==> src/rtl/shift_left_2.sv <==
// Branch-offset shifter: combinational In << SHIFT plus a registered copy
// carrying valid and overflow flags for pipelined datapaths.
module shift_left_2 #(
  parameter int WIDTH = 64,
  parameter int SHIFT = 2
) (
  input  logic             clk,
  input  logic             rst_n,
  input  logic [WIDTH-1:0] In,
  input  logic             in_valid,
  output logic [WIDTH-1:0] Out,
  output logic [WIDTH-1:0] out_reg,
  output logic             out_valid,
  output logic             overflow
);

  logic [WIDTH-1:0] shifted;
  logic             lost_bits;

  // Bit-level wiring keeps the shift purely structural, so X/Z on In
  // reaches Out bit for bit.
  genvar gi;
  generate
    for (gi = 0; gi < WIDTH; gi++) begin : g_shift
      if (gi < SHIFT) begin : g_zero
        assign shifted[gi] = 1'b0;
      end else begin : g_pass
        assign shifted[gi] = In[gi-SHIFT];
      end
    end
  endgenerate

  assign lost_bits = |In[WIDTH-1:WIDTH-SHIFT];
  assign Out       = shifted;

  always_ff @(posedge clk or negedge rst_n) begin
    if (!rst_n) begin
      out_reg   <= '0;
      overflow  <= 1'b0;
      out_valid <= 1'b0;
    end else if (in_valid) begin
      out_reg   <= shifted;
      overflow  <= lost_bits;
      out_valid <= 1'b1;
    end else begin
      out_valid <= 1'b0;
    end
  end

endmodule

==> config.mk <==
export PLATFORM = sky130hd
export DESIGN_NAME = shift_left_2
export DESIGN_NICKNAME = d
export VERILOG_FILES = /design/src/rtl/shift_left_2.sv
export SDC_FILE = /design/constraint.sdc
export NUM_CORES = 1
export LEC_CHECK = 0
export BUFFER_PORTS_ARGS = -buffer_cell sky130_fd_sc_hd__buf_2
export CORE_ASPECT_RATIO = 1.75
export CORE_MARGIN = 2
export CORE_UTILIZATION = 43
export CTS_CLUSTER_SIZE = 28
export DETAILED_ROUTE_END_ITERATION = 8
export PLACE_DENSITY = 0.9
export RECOVER_POWER = 100
export SETUP_SLACK_MARGIN = 0.02
export SLEW_MARGIN = 20
export SYNTH_ARGS = -nofsm -noshare
export SYNTH_HDL_FRONTEND = slang
export SYNTH_SLANG_ARGS = --single-unit
==> constraint.sdc <==
create_clock -name clk -period 1.01 [get_ports clk]
set_input_delay 0.101 -clock clk [delete_from_list [all_inputs] [get_ports clk]]
set_output_delay 0.101 -clock clk [all_outputs]
set_load 0.1 [all_outputs]
# [After elaboration in Yosys (flattened, before gate mapping)]
# Cells that the tools add are included.
[classes] muxes=1 n_reduce_logical=1
[ops] operator="$reduce_or A2 Y1" n=1
[ops] operator="$mux W1" n=1
[word_totals] output_inout_bits=130 wordCells=5 in_bits=67 reg_bits=64

# [Logic depth before layout (Yosys ltp)]
[depth] depth_word=1 ltp_mapped=4

# [Least setup slack after synthesis]
# Ideal clock, no wire load.
[synth_timing] kind="register to register" startpoint="reg out_reg[10] (netlist name)" endpoint="reg out_reg[10]" path_stages_with_launch=2 slack_ns=-0.248 t_arrival_ns=1.132 setup_ns=0.126 period_less_slack_ns=1.258 required_ns=0.884 cell_sequence="dfrtp_1 > mux2_4"
[synth_lines] element="end signal: assignment" line_no="42" source="out_reg <= shifted;"
[synth_lines] element="end: declaration" line_no="12" source="output logic [WIDTH-1:0] out_reg,"

# [Worst setup path in the final report]
[layout_timing] startpoint="reg out_reg[58]" endpoint="out out_reg[58]"
# No word-level cell between the ends.

==> flow_summary.ini <==
[critical_path]
cp_data_required_time_ns = 0.91
end_kind = primary output
crit_type = reg2out
r2r_slack_ns = -0.01
critical_path_buf_inv_count = 1
crit_arrival_ns = 1.01
cp_max_fo = 2
crit_chain = buf_12
cp-start-kind = flop
cpLargestDelayFamily = flip-flops
crit_slowest_cell = dfrtp_4
cp_slowest_stage_delay_ns = 0.50

[synth]
synthTopCellsByCount = buf_4 (66), dfrtp_1 (64), mux2_4 (58)
yosysMostFrequentCell = buf_4
ys_warn_count = 0
synth-edff-count = 0
synthFlopType = dfrtp_1
synth_sequential_area_ratio_pct = 50.67
synth_area_leaders = dfrtp_1 (51%), mux2_4 (28%), buf_4 (16%)
syn_area_um2 = 3161
syn_inst = 203
yosysTopAreaCellShare_pct = 50.67
yosysTopAreaCell = dfrtp_1
avgSynthCellArea_um2 = 15.57
synth.distinct_cells = 9
ys_ff_latch = 64
async_reset_ff_share_pct = 100.0

[die]
core_um2 = 7182
die_x_um = 68.81
row_count = 41
start_util_pct = 44.01
io_pins = 197
die_area_um2 = 8078
die_y_um = 117.4

[timing]
skew_ns = 0
slew_headroom_pct = 61.42
setup_violations = 66
fmax_mhz = 899.5
setup_ws_ns = -0.1017
worst-slew-pin-transition_ns = 0.5811
timing.final.crit_period_ns = 1.112
final_hold_viol_count = 0
slew_violations = 0
rsz0062_at_grt = true
period_share_pct = 110.1

[power]
power.density_nw_per_um2 = 2172
p_leak_nw = 2.479
ir_drop_mv = 1.472

[clock_tree]
htreeDepth = 3
clock_latency_ns = 0.32
cts_made_buffers = 9
clk_pin_slew_ns = 0.06
cts_buffer_depth = 2
cts_tree = done
cts.sinks = 64
cts-root-buf = clkbuf_16

[placement]
io_buffers = 192
gp_congestion = 0.7493
numPlacedInstances = 417
dp.final_hpwl_mm = 7.710
post_dp_cell_area_um2 = 5822

[status]
run_status = complete, but fails checks
violations = negative setup slack

[cells_and_area]
largest_reg_flops = 62
finalNetCount = 432
fin_cells = 456
layout-drive-gt1-share_pct = 86.49
regArea_um2 = 1833
fill_cells = 464
fin_util_pct = 73.43
design_area_um2 = 5274
antenna_cells = 0
area_growth_pct = 66.86
multi_input_area_um2 = 808.3

[hold_path]
hp-class = in2reg

[routing]
vias_per_cell = 4.735
dr_total_vias = 2159
ant_nets = 0
totalWireLength_mm = 10.60
drt_iter0_drc = 88
firstDrtPassIters = 4
drcViolationCount = 0
wire_per_inst_um = 23.24

[global_route]
grt_max_degree = 36
grt_pass1_wl_mm = 15.32
grtUsageTotal_pct = 27.66
first_global_vias = 2504
grt_overflow = 0
antenna_found_initial = 0

[job]
drv_cap = 0
==> routing by layer <==
layer	share of wire [%]	global-route usage, %
met5	0	0
met4	4.5	14.71
met3	4.9	6.616
met2	60	50.78
met1	30	26.26
==> cell families after synthesis <==
logic type,count (synthesis),synth area share (%)
buffers and inverters,73,19.83
flip-flops,64,50.67
multiplexers,62,28.98
AND/OR/NAND/NOR,2,0.2376
AO/OA/AOI/OAI,1,0.1582
other,1,0.1187
==> worst paths after layout <==
path / from / end / depth (start not counted)
worst max-delay path: out_reg[58] / out_reg[58] / 1
worst min-delay path: In[22] / out_reg[24] / 2
worst max register to register: out_reg[58] / out_reg[58] / 2
worst min register to register: out_reg[10] / out_reg[10] / 1
max in group asynchronous: rst_n / out_reg[29] / 3
min in group asynchronous: rst_n / out_reg[58] / 3
==> stage by stage <==
| step | hold slack (ns) | setup WS (ns) | power, mW | setup TNS (ns) |
|---|---|---|---|---|
| 4_1_cts | 0.04121 | -0.1175 | 12.06 | -6.078 |
| 5_1_grt | 0.01391 | -0.1248 | 11.72 | -6.988 |
| 3_5_place_dp | 0.1681 | 0.06749 | 8.838 | 0 |
| 3_3_place_gp | 0.1363 | 0.09943 | 8.706 | 0 |
| 2_1_floorplan | -0.1946 | -0.03193 | 6.824 | -1.034 |
| 6_report | 0.01486 | -0.1017 | 11.45 | -5.053 |
==> cell type report <==
type | count | share of cell area, %
timing repair buffer | 221 | 42.18
clock buffer | 13 | 4.935
multi-input combinational | 69 | 15.33
clock inverter | 3 | 0.7592
tap | 86 | 2.040
sequential | 64 | 34.76
==> placed cells by master, fill, tap and decap left out, drive strengths merged <==
cell type / n
a21oi: 1
conb: 4
bufinv: 1
dfrtp: 64
clkbuf: 80
buf: 153
mux2: 62
clkinv: 2
nor2: 2
dlygate4sd3: 1
==> timing repair <==
item | 4_1_cts | 5_1_grt
hold buffers | 1 | 0
endpoints found under the setup margin | 64 | 80
setup buffers | 16 | 6
resized for setup | 1 | 16
endpoints found under the hold margin | 64 | 0
==> power by group <==
group	switching, mW	internal [mW]	total, mW
Sequential	0.322	2.99	3.31
Clock	1.07	2.04	3.10
Combinational	3.49	1.55	5.04
Total	4.88	6.57	11.5
(Power assumes the default switching activity.)
